### src/rtl/page_loader.sv
// page_loader: packs ingress FIFO bytes into two ping-pong pages with EEPROM addresses; optional PAGE_FLUSH_EN pads an idle partial page.
// Latency: first pop to page_valid is 130 cycles minimum; page_ack to page_valid low is 1 cycle; rd_idx to rd_data is 1 cycle.
// Backpressure: when both buffers are full the FSM stalls and stops popping until page_ack frees one.
module page_loader #(
    parameter int PAGE_BYTES   = 128,
    parameter int ADDR_W       = 17,
    parameter int FLUSH_CYCLES = 4096
) (
    input  logic                          clk,
    input  logic                          rst_n,
    input  logic                          fifo_empty,
    input  logic [7:0]                    fifo_dout,
    output logic                          fifo_rd_en,
    output logic                          page_valid,
    output logic [ADDR_W-1:0]             page_addr,
    output logic                          page_last,
    output logic                          page_partial,
    input  logic                          page_ack,
    input  logic [$clog2(PAGE_BYTES)-1:0] rd_idx,
    output logic [7:0]                    rd_data
);
    localparam int IDX_W = $clog2(PAGE_BYTES);
    localparam logic [IDX_W:0]    CNT_FULL  = (IDX_W+1)'(PAGE_BYTES);
    localparam logic [IDX_W:0]    CNT_LAST  = (IDX_W+1)'(PAGE_BYTES - 1);
    localparam logic [ADDR_W-1:0] PAGE_STEP = ADDR_W'(PAGE_BYTES);
    localparam logic [ADDR_W-1:0] LAST_ADDR = ~ADDR_W'(PAGE_BYTES - 1);

    typedef enum logic [1:0] {FILL, PAD, COMMIT, STALL} state_t;

    state_t           state, state_nxt;
    logic [IDX_W:0]   issue_cnt, wr_cnt;
    logic             cap_vld, run, wr_sel, rd_sel;
    logic [1:0]       full;
    logic             pop, mem_we, do_ack;
    logic [7:0]       mem_wdat;
    logic [7:0]       mem [0:2*PAGE_BYTES-1];

`ifdef PAGE_FLUSH_EN
    localparam int FL_W = $clog2(FLUSH_CYCLES + 1);
    logic [FL_W-1:0]  idle_cnt;
    logic             flush_go;
    logic             padded;
    logic [1:0]       partial;

    assign flush_go     = (idle_cnt == FL_W'(FLUSH_CYCLES));
    assign page_partial = full[rd_sel] & partial[rd_sel];
`else
    assign page_partial = 1'b0;
`endif

    assign fifo_rd_en = pop;
    assign page_valid = full[rd_sel];
    assign page_last  = (page_addr == LAST_ADDR);
    assign do_ack     = page_ack && full[rd_sel];

    always_ff @(posedge clk or negedge rst_n) begin
        if (!rst_n) state <= FILL;
        else        state <= state_nxt;
    end

    always_comb begin
        state_nxt = state;
        pop       = 1'b0;
        mem_we    = 1'b0;
        mem_wdat  = fifo_dout;
        case (state)
            FILL: begin
                pop    = run && !fifo_empty && (issue_cnt < CNT_FULL)
`ifdef PAGE_FLUSH_EN
                         && !flush_go
`endif
                         ;
                mem_we = cap_vld;
                if (cap_vld && wr_cnt == CNT_LAST)
                    state_nxt = COMMIT;
`ifdef PAGE_FLUSH_EN
                else if (flush_go)
                    state_nxt = PAD;
`endif
            end
`ifdef PAGE_FLUSH_EN
            PAD: begin
                mem_we   = 1'b1;
                mem_wdat = 8'hFF;
                if (wr_cnt == CNT_LAST)
                    state_nxt = COMMIT;
            end
`endif
            COMMIT:  state_nxt = full[!wr_sel] ? STALL : FILL;
            STALL:   if (!full[wr_sel]) state_nxt = FILL;
            default: state_nxt = FILL;
        endcase
    end

    always_ff @(posedge clk or negedge rst_n) begin
        if (!rst_n) begin
            run       <= 1'b0;
            cap_vld   <= 1'b0;
            issue_cnt <= '0;
            wr_cnt    <= '0;
            wr_sel    <= 1'b0;
            rd_sel    <= 1'b0;
            full      <= '0;
            page_addr <= '0;
            rd_data   <= '0;
        end else begin
            run     <= 1'b1;
            cap_vld <= pop;
            rd_data <= mem[{rd_sel, rd_idx}];
            if (pop)    issue_cnt <= issue_cnt + 1'b1;
            if (mem_we) wr_cnt    <= wr_cnt + 1'b1;
            if (state == COMMIT) begin
                full[wr_sel] <= 1'b1;
                wr_sel       <= !wr_sel;
                issue_cnt    <= '0;
                wr_cnt       <= '0;
            end
            // The presented buffer is never the one being committed, so both updates coexist.
            if (do_ack) begin
                full[rd_sel] <= 1'b0;
                rd_sel       <= !rd_sel;
                page_addr    <= page_addr + PAGE_STEP;
            end
        end
    end

`ifdef PAGE_FLUSH_EN
    always_ff @(posedge clk or negedge rst_n) begin
        if (!rst_n) begin
            idle_cnt <= '0;
            padded   <= 1'b0;
            partial  <= '0;
        end else begin
            if (pop || state != FILL)
                idle_cnt <= '0;
            else if (wr_cnt != '0 && !cap_vld && fifo_empty && !flush_go)
                idle_cnt <= idle_cnt + 1'b1;
            if (state == PAD)
                padded <= 1'b1;
            if (state == COMMIT) begin
                partial[wr_sel] <= padded;
                padded          <= 1'b0;
            end
        end
    end
`endif

    // Page storage is deliberately left out of reset.
    always_ff @(posedge clk) begin
        if (mem_we)
            mem[{wr_sel, wr_cnt[IDX_W-1:0]}] <= mem_wdat;
    end

endmodule

### config.mk
export PLATFORM = sky130hd
export DESIGN_NAME = page_loader
export DESIGN_NICKNAME = d
export VERILOG_FILES = /design/src/rtl/page_loader.sv
export SDC_FILE = /design/constraint.sdc
export NUM_CORES = 2
export LEC_CHECK = 0
export CAP_MARGIN = 20
export CORE_UTILIZATION = 55
export CTS_CLUSTER_SIZE = 8
export DETAILED_ROUTE_END_ITERATION = 16
export GPL_ROUTABILITY_DRIVEN = 0
export PLACE_DENSITY = 0.71
export SYNTH_ARGS = -nofsm -noshare
export SYNTH_HDL_FRONTEND = slang
export SYNTH_SLANG_ARGS = --single-unit
### constraint.sdc
create_clock -name clk -period 3.9 [get_ports clk]
set_input_delay 0.78 -clock clk [delete_from_list [all_inputs] [get_ports clk]]
set_output_delay 0.78 -clock clk [all_outputs]
set_load 0.02 [all_outputs]
# Yosys cells after proc, flatten, opt, wreduce, memory -nomap -nowiden
# Memories as Yosys holds them, arrays and structs flattened. A register that Yosys moved wholly into a read port is not among the register bits.
# Index checks and enable logic that the tools add are counted.
# totals
ff_bits	41
mem_bits_rw	2048
in_bits	19
output_inout_bits	29
word_cells	66
mem_count	1
# mem_list
name	words	width	rd	rd_clocked_by_memory_dff	wr	line_no	text
mem	256	8	1	1	1	36	logic [7:0] mem [0:2*PAGE_BYTES-1];
# classes
addsub	3
order_cmp	6
n_eq_ne	6
mux	24
bitwise_logic	3
reduce_logical	14
# ops
operator	count
8-bit 2-to-1 mux	4
17-bit by 8-bit adder with 17-bit output (second input constant)	1
17-bit equality test (second input constant)	1
8-bit by 1-bit adder with 8-bit output (second input constant)	2
1-bit 2-to-1 mux	12
2-bit 2-to-1 mux	5
8-bit by 7-bit equality test with 1-bit output (second input constant)	1
8-bit less-than comparator (second input constant)	1
1-bit logical AND	6
1-bit by 2-bit less-than comparator with 1-bit output (second input constant)	3
2-bit case mux with 3 select lines	1
2-bit equality test (second input constant)	2
1-bit logical NOT	4
2-bit inequality test (second input constant)	2
2-bit nonzero test	2
2-bit bitwise AND	1
1-bit demux with 1-bit select	2
1-bit >= comparator (second input constant)	2
2-bit logical NOT	1
2-bit NOT	1
2-bit bitwise OR	1
2-bit AND reduction	1

# Longest topological paths before layout
# logic_depth
depth_word	8
mapped_depth	11
depth_no_buf	6

# Worst setup path before layout
# OpenSTA, ideal clock, no wires.
# synth_timing
kind	input to register
start	input port rd_idx[0]
end	register rd_data[2] (read register of mem)
setup_ps	133
arrival_ps	2529
required_ps	3767
path_slack_ps	1238
cell_stages	8
n_path_buf	3
path_cell_list	buf_6 -> buf_6 -> buf_2 -> mux4_2 -> a22oi_1 -> a21oi_1 -> nor4_2 -> nor4_2
# synth_rtl
item	line_no	text
start: declaration	19	input logic [$clog2(PAGE_BYTES)-1:0] rd_idx,
end: declaration	20	output logic [7:0] rd_data

# Worst setup path after layout
# layout_timing
start	register rd_sel
end	output port page_valid
# layout_via
elab_chain_cells	2
# layout_lines
item	line_no	text
start: declaration	32	logic cap_vld, run, wr_sel, rd_sel;
start signal: assignment	121	rd_sel <= !rd_sel;
1-bit 2-to-1 mux (not written as such) (2 in series)	52	assign page_valid = full[rd_sel];
end: declaration	14	output logic page_valid,
# Every way passes these cells. The select of a mux whose other input is x is not followed.

==> summary.txt <==
Timing
  – Crit share post-route: ~97%
  – Unrepaired setup endpoints after global routing: false
  – Max-Slew Margin vs Limit: 20.9%
  – Final hold violation count: 0
  – Skew final: ~53 ps
  – Slew Limit Fails: 0
  – Final setup margin: 125 ps
  – Worst-Margin Slew: 1190 ps
  – Setup Viol. Count Final: 0
  – Max Freq: 0.265 GHz
  – Total negative setup slack: 0 ps
  – Min cycle time layout: ~3800 ps

Cells and area
  – # diodes: 0
  – Final net count: approximately 4400
  – Final-layout fill cell count: approximately 9400
  – Synth-to-Final Area Change: 15.3%
  – Util after Layout: ~64%
  – Multi-input logic area: approximately 0.017 mm2
  – Register Area: 0.0626 mm2
  – Share of cells above drive strength 1: 25.7%

Floorplanning
  – Die X: between 300 and 400 um
  – Rows: 140
  – Core ar.: between 0.1 and 0.15 mm2
  – Die H: ~390 um
  – Overall die area: between 0.1 and 0.15 mm2
  – # IOs: between 40 and 50
  – Initial Util: 55.6%

Critical path
  – Startpoint types: register
  – Worst setup EP type: primary output
  – Critical path data arrival time: 3000 ps
  – Crit path max fanout: 14
  – WS Path Type: register to primary output
  – Worst EP required: between 3000 and 4000 ps

Yosys
  – Synth Flop Type: edfxtp_1
  – Synth Instances: 3908
  – EDFF count, synth: approximately 2000
  – Ys async rst share: 2.01%
  – Yosys reg bits: 2090
  – Average cell area after synthesis: just over 20 um2
  – Warnings from Yosys: 0
  – Synth cell types: 68
  – Sequential-to-total area share from yosys stat: 77.0%
  – Syn Std Cell Area: slightly above 0.08 mm2

Detailed routing
  – First drt pass iteration count: 6
  – Post-Route WL: 204000 um
  – Via/cell ratio: 6.62
  – # DRC: 0
  – Routed Antenna Nets: 0
  – Initial DRC Count: 5794
  – Wire per inst: about 32 um
  – Via count: between 40000 and 50000

Clock network
  – Max clock buf depth: 4
  – Clock-pin slew on the worst setup and hold paths: approximately 50 ps
  – Sink Count: approximately 2100
  – H-tree Lvls: 5
  – Clock Latency Late Sink: roughly 910 ps
  – Num CTS Buffers: between 300 and 400
  – # hold bufs at CTS: 1
  – PostCTS Resize Cnt: 0
  – Postcts setup bufs: 0
  – CTS tree: yes
  – CTS Root Cell: clkbuf_16

Power and ir drop
  – Pwr dens: 550 mW/mm2
  – Static leakage: roughly 30 nW
  – Max VDD drop: 0.000446 V

GRT
  – First-pass GRT wire length: between 200000 and 300000 um
  – Gr usage total: between 20% and 30%
  – Largest net degree at the start of global routing: between 100 and 150
  – Vias in the first global route: 42700
  – Busiest grt layer: met2
  – Met2 GRT Util: between 40% and 50%
  – Met1 Use GR: between 30 and 40%
  – Initial antenna violation count: 2
  – Met3 global-route usage: 6.92%
  – GRT overflow: 0

Run status
  – Status: finished clean

Worst hold path
  – Min-Delay Path Class: primary input to asynchronous set/reset pin

Place
  – DP Worst Slack: -48.6 ps
  – PortBufs: 39
  – HPWL after DPL: 125000 um

Run
  – Reported max-cap violation count: 0
-- Yosys cell counts (30+ instances only) --
master | number | area (um2)
edfxtp_1 | 2048 | 61500
mux4_2 | 442 | 9950
nor2_1 | 301 | 1130
a22oi_1 | 160 | 1200
mux2i_1 | 136 | 1360
clkbuf_1 | 115 | 432
a21oi_1 | 97 | 485
nand2_1 | 56 | 210
buf_2 | 48 | 240
dfrtp_1 | 42 | 1050
o221ai_1 | 38 | 333
buf_6 | 35 | 394
nand3_1 | 33 | 165
buf_4 | 30 | 225
-- routing by layer --
metal | part of all wire (%) | routed length [um]
met1 | 38 | 77000
met2 | 48 | 98200
met3 | 11 | 22100
met4 | 3.4 | 6990
met5 | 0.010 | 21
-- final timing paths --
check / startpoint / to / slack (ps) / depth (start not counted)
max in group asynchronous: rst_n / rd_data[6] / 3030 / 3
worst min-delay path: rst_n / issue_cnt[4] / 320 / 2
min in group clk: fifo_dout[3] / mem[40][3] / 420 / 1
worst min register to register: wr_cnt[7] / wr_cnt[7] / 500 / 1
worst max register to register: rd_sel / rd_data[0] / 450 / 6
worst max-delay path: rd_sel / page_valid / 120 / 2
-- worst max-delay path: stages, from the launching register on --
cell             delay [ps]
dfrtp_1                1100
mux2_2                  440
clkdlybuf4s50_1         550
-- area by class of cell --
class	count	share of cell area [%]
Sequential cell	2090	66.8
Inverter	9	0.0361
Clock buffer	373	8.72
Tap cell	1917	2.56
Timing Repair Buffer	351	3.49
Clock inverter	6	0.0615
Multi-Input combinational cell	1566	18.3
-- metrics by stage --
| stage | cells | power (mW) | hold slack [ps] | cell area [um2] |
|---|---|---|---|---|
| 2_1_floorplan | 3915 | 27.0 | 449 | 81200 |
| 3_3_place_gp | 5931 | 28.6 | 467 | 85300 |
| 3_5_place_dp | 5932 | 28.6 | 488 | 85400 |
| 4_1_cts | 6312 | 51.7 | 275 | 93600 |
| 5_1_grt | 6312 | 52.7 | 327 | 93600 |
| 6_report | 6312 | 51.5 | 316 | 93600 |
-- power breakdown --
part	total [mW]	switching, mW	internal, mW
clock	23.2	8.83	14.4
sequential	25.1	0.260	24.9
combinational	3.15	1.99	1.16
total	51.5	11.1	40.4
-- sequential cells by signal (all words and copies together) (netlist names) --
name and count:
run 1, rd_data 8, wr_sel 1, cap_vld 1, issue_cnt 8, rd_sel 1, state 2, full 2
mem 2048, page_addr 10, wr_cnt 8
-- placed cells by master, fill, tap and decap left out, types with 41 or more instances in the layout --
master        n
edfxtp_1   2048
mux4_2      442
clkbuf_16   318
nor2_1      300
buf_4       270
a22oi_1     160
mux2i_1     136
a21oi_1      97
nand2_1      55
clkbuf_1     55
dfrtp_1      42
buf_12       41
-- logic make-up (layout without fill, tap and decap cells) --
kind of cell	count (synthesis)	count (layout)	synth area share (%)
buf+inv	259	739	1.94
xor+xnor	17	17	0.183
flops	2090	2090	77.0
simple gates	496	496	2.73
other cells	2	9	0.00925
mux	583	583	14.0
fa+ha+maj	6	6	0.0925
compound gates	455	455	3.99
Power figures use the tool's default switching activity.
